## config.mk

```make
export PLATFORM = sky130hd
export DESIGN_NAME = if_fetch
export DESIGN_NICKNAME = d
export VERILOG_FILES = /design/src/rtl/if_fetch.sv
export SDC_FILE = /design/constraint.sdc
export NUM_CORES = 1
export LEC_CHECK = 0
export CAP_MARGIN = 20
export CORE_ASPECT_RATIO = 2
export CORE_MARGIN = 2
export CORE_UTILIZATION = 49
export DETAILED_ROUTE_END_ITERATION = 8
export PLACE_DENSITY = 0.83
export SLEW_MARGIN = 40
export SYNTH_ARGS = -nofsm -noshare
export SYNTH_HDL_FRONTEND = slang
export SYNTH_SLANG_ARGS = --single-unit
```

## constraint.sdc

```tcl
create_clock -name clk_in -period 4.7 [get_ports clk_in]
set_clock_uncertainty 0.15 [all_clocks]
set_input_delay 0.705 -clock clk_in [delete_from_list [all_inputs] [get_ports clk_in]]
set_output_delay 0.705 -clock clk_in [all_outputs]
set_load 0.01 [all_outputs]
```

## src/rtl/if_fetch.sv

```systemverilog
// Instruction fetch responder: turns one PC into four byte reads and
// assembles a little-endian instruction, stalling PC until handoff.
module if_fetch #(
    parameter int ADDR_W = 32,
    parameter int INST_W = 32
) (
    input  logic              clk_in,
    input  logic              rst_in,
    input  logic              rdy_in,
    input  logic [ADDR_W-1:0] pc_in,
    input  logic              stall_in,
    input  logic              flush_in,
    output logic              stall_req_out,
    output logic              mem_req_out,
    output logic [ADDR_W-1:0] mem_addr_out,
    input  logic              mem_ready_in,
    input  logic              mem_valid_in,
    input  logic [7:0]        mem_data_in,
    output logic [ADDR_W-1:0] pc_out,
    output logic [INST_W-1:0] inst_out,
    output logic              inst_valid_out
);

    typedef enum logic [2:0] {
        S_IDLE,
        S_REQ,
        S_WAIT,
        S_DONE,
        S_DRAIN,
        S_RELOAD
    } state_e;

    state_e            state_q, state_d;
    logic [ADDR_W-1:0] base_q, base_d;
    logic [2:0]        issue_q, issue_d;
    logic [2:0]        ret_q, ret_d;
    logic [2:0]        outst_q, outst_d;
    logic [INST_W-1:0] inst_q, inst_d;
    logic              hs;
    logic              rtn;

    always_comb begin
        state_d        = state_q;
        base_d         = base_q;
        issue_d        = issue_q;
        ret_d          = ret_q;
        outst_d        = outst_q;
        inst_d         = inst_q;
        stall_req_out  = 1'b1;
        mem_req_out    = 1'b0;
        inst_valid_out = 1'b0;
        hs             = 1'b0;
        rtn            = mem_valid_in && rdy_in;

        unique case (state_q)
            S_IDLE: begin
                base_d  = pc_in;
                issue_d = 3'd0;
                ret_d   = 3'd0;
                outst_d = 3'd0;
                state_d = S_REQ;
            end
            S_REQ, S_WAIT: begin
                mem_req_out = (state_q == S_REQ) && !flush_in && rdy_in;
                hs = mem_req_out && mem_ready_in;
                if (rtn) begin
                    inst_d[{ret_q[1:0], 3'b000} +: 8] = mem_data_in;
                    ret_d = ret_q + 3'd1;
                end
                if (hs) begin
                    issue_d = issue_q + 3'd1;
                end
                outst_d = outst_q + {2'b00, hs} - {2'b00, rtn};
                // a flush must still account for this cycle's return
                if (flush_in) begin
                    state_d = (outst_d != 3'd0) ? S_DRAIN : S_RELOAD;
                end else if (state_q == S_REQ && issue_d == 3'd4) begin
                    state_d = S_WAIT;
                end else if (state_q == S_WAIT && ret_d == 3'd4) begin
                    state_d = S_DONE;
                end
            end
            S_DONE: begin
                inst_valid_out = !flush_in;
                stall_req_out  = stall_in;
                if (flush_in) begin
                    state_d = stall_in ? S_RELOAD : S_IDLE;
                end else if (!stall_in) begin
                    state_d = S_IDLE;
                end
            end
            S_DRAIN: begin
                outst_d = outst_q - {2'b00, rtn};
                if (outst_d == 3'd0) begin
                    state_d = S_RELOAD;
                end
            end
            S_RELOAD: begin
                stall_req_out = 1'b0;
                state_d       = S_IDLE;
            end
            default: begin
                state_d = S_IDLE;
            end
        endcase

        // global not-ready freezes every register
        if (!rdy_in) begin
            state_d = state_q;
            base_d  = base_q;
            issue_d = issue_q;
            ret_d   = ret_q;
            outst_d = outst_q;
            inst_d  = inst_q;
        end
    end

    always_ff @(posedge clk_in or negedge rst_in) begin
        if (!rst_in) begin
            state_q <= S_IDLE;
            base_q  <= '0;
            issue_q <= 3'd0;
            ret_q   <= 3'd0;
            outst_q <= 3'd0;
            inst_q  <= '0;
        end else begin
            state_q <= state_d;
            base_q  <= base_d;
            issue_q <= issue_d;
            ret_q   <= ret_d;
            outst_q <= outst_d;
            inst_q  <= inst_d;
        end
    end

    assign mem_addr_out = base_q + {{(ADDR_W-3){1'b0}}, issue_q};
    assign pc_out       = base_q;
    assign inst_out     = inst_q;

endmodule

```

==> metrics.txt <==
gr usage total 25.70%; Post-synth EDFFs 0; Max Slew Vio Count 0; number of CTS-inserted buffers 9; synthesized flop and latch total 76; Chip Height 134.9 µm; I/O Buffers 145; largest net degree at the start of global routing 77; initial antenna violation count 0; Syn Inst Count 427; area delta synth->final 44.35%; Sum Neg Setup Slack 0 ns; f_max between 200 and 250 MHz; worst-path fanout max 9; Placement Cell Area 5695 µm²; Mapped Nets 490; VDD IR max 0.0004749 V; Period Utilization, post-route 89.39%; die area 9368 µm²; post-layout min period 4.201 ns; YS warnings 0; area leader, netlist dfrtp_1; cell with the most instances after synthesis nand2_1; hold_buf cts 0; Post-CTS Setup Inserts 0; DRC Markers 0; Routability Congestion 0.9055; vias per cell 5.475; ANT nets after route 0; post-synth top area share 45.31%; Pwr Density 712.5 nW/µm²; DRT Pass-1 Iters 4; wire per inst 17.39 µm; FF-to-FF setup slack between 1 and 1.5 ns; grt total ovfl 0; Rel. slew slack 46.15%; RSZ-0062 raised after global routing false; core area between 8000 and 9000 µm²; Crit path required time 3.85 ns; worst reg2reg path startpoint state_q[0]; Crit. End Element output pin; number of global-route vias before repair 3776; layout cells sized above 1 11.69%; CTS resizes 0; Root Buffer clkbuf_16; top_reg_cell synth dfrtp_1; post-synthesis sequential area ratio 45.31%; die width between 60 and 70 µm; CP startpoint kind flip-flop; final net count ~630; most area-consuming cells after synthesis dfrtp_1 (45%), mux2_2 (8.6%), nand2_1 (8.0%); worst reg2reg endpoint state_q[0]; Iter 0 DRT Violations 330; Max Cap Viol 0; Synth cell types 56; Leak approximately 2.5 nW; TritonCTS clock tree built; n_diodes 0; Hold Path Class in -> async; status finished clean; routed wl met2 6.553 mm; clock latency on the worst-skew pair 0.33 ns; critical setup path kind reg -> out; synthesized cell area 4198 µm²; Mean Syn Cell Area 9.831 µm²; Vias 3674; FF-to-FF path depth 13; Top-Level Pins 146; Met3 Wirelength approximately 460 µm; Synth top cells by count nand2_1 (89), dfrtp_1 (76), o21ai_0 (39); asr flop ratio synth 100.0%; highest routed layer met4; cell row count 47; H-tree depth 3; met1 wire length 4.116 mm; WL final 11.67 mm; Slew @ Worst Pin between 0.8 and 0.9 ns; first-pass GRT wire length 18.93 mm; starting density of the core 50.63%; final hold viol count 0; Clk pin slew, worst setup/hold paths around 0.06 ns; Design Area, Final 6060 µm²; clk buf depth 2; CTS sink cnt 76; Finish-stage setup viols 0; Worst EP arrival approximately 3.4 ns; hpwl dp 8.561 mm
metrics by stage:
stage	utilization [%]	setup WS [ns]	hold WS, ns	total power (W)	std cells
2_1_floorplan	-	1.582	0.2594	0.002351	427
3_3_place_gp	68.64	0.8635	0.3140	0.003450	655
3_5_place_dp	68.69	0.8092	0.3221	0.003506	655
4_1_cts	72.90	0.4840	0.2734	0.004342	671
5_1_grt	73.08	0.3323	0.2984	0.004589	671
6_report	73.08	0.4985	0.2309	0.004317	671
layout by cell type, fill, tap and decap left out, drive strengths merged, types with 2 or more instances in the layout:
master,instances
clkinv,2
mux2,32
nor3b,4
nor4,3
o21a,2
clkbuf,9
maj3,3
nand2,89
xnor2,22
ha,14
and3,9
nor2b,2
inv,17
o21bai,2
nor2,18
bufinv,3
and2,3
clkdlybuf4s50,144
a21oi,7
nand4,5
nand3,11
o21ai,47
fa,2
nand3b,2
xor2,14
o22a,2
dfrtp,76
nor3,6
buf,2
nor4b,2
metal layers:
layer	up-vias	track usage, %
li1	1748	-
met1	1770	26.73
met2	118	47.49
met3	38	4.478
met4	0	15.03
met5	-	0
where the power goes:
part	internal [W]	switching [W]	leakage (nW)
Clock	0.000522	0.000279	0.166
Sequential	0.000959	0.000378	0.970
Combinational	0.00124	0.000938	1.36
area by class of cell:
| cell class | count | area, µm² |
|---|---|---|
| Clock buffer | 9 | 225.2 |
| Clock inverter | 7 | 123.9 |
| Fill cell | 632 | 2232 |
| Inverter | 16 | 60.06 |
| Multi-Input combinational cell | 319 | 2166 |
| Sequential cell | 76 | 1902 |
| Tap cell | 98 | 122.6 |
| Timing Repair Buffer | 146 | 1460 |
cells by family (layout without fill, tap and decap cells):
family                   after synthesis  after routing  synth area share (%)
buffers and inverters                 32            178                 3.606
XOR/XNOR                              36             36                 7.511
flip-flops                            76             76                 45.31
AND/OR/NAND/NOR                      159            159                 18.96
adder cells (fa/ha/maj)               19             19                 5.842
AO/OA/AOI/OAI                         73             73                 10.19
multiplexers                          32             32                 8.584
worst max-delay path by stage:
| stage | slack, ns | end | start | depth (start not counted) |
|---|---|---|---|---|
| after floorplan | 1.58 | state_q[0] | flush_in | 13 |
| after global placement | 0.86 | state_q[0] | flush_in | 14 |
| after detailed placement | 0.81 | state_q[0] | flush_in | 14 |
| after CTS | 0.48 | mem_addr_out[14] | issue_q[0] | 9 |
| after global routing | 0.33 | mem_addr_out[14] | issue_q[0] | 9 |
| final | 0.50 | mem_addr_out[14] | issue_q[0] | 9 |
worst max-delay path, cell delays in order, from the launching register on:
cell	delay, ns
dfrtp_1	0.43
ha_1	0.20
inv_1	0.06
fa_1	0.40
nor2b_1	0.24
o2111a_1	0.45
and3_2	0.26
and3_1	0.18
xor2_1	0.20
clkdlybuf4s50_1	0.58
flip-flops by register name, summed over array words and instances (netlist names):
register  cells
pc_out       32
ret_q         3
state_q       3
issue_q       3
outst_q       3
inst_out     32
(Power assumes the default switching activity.)
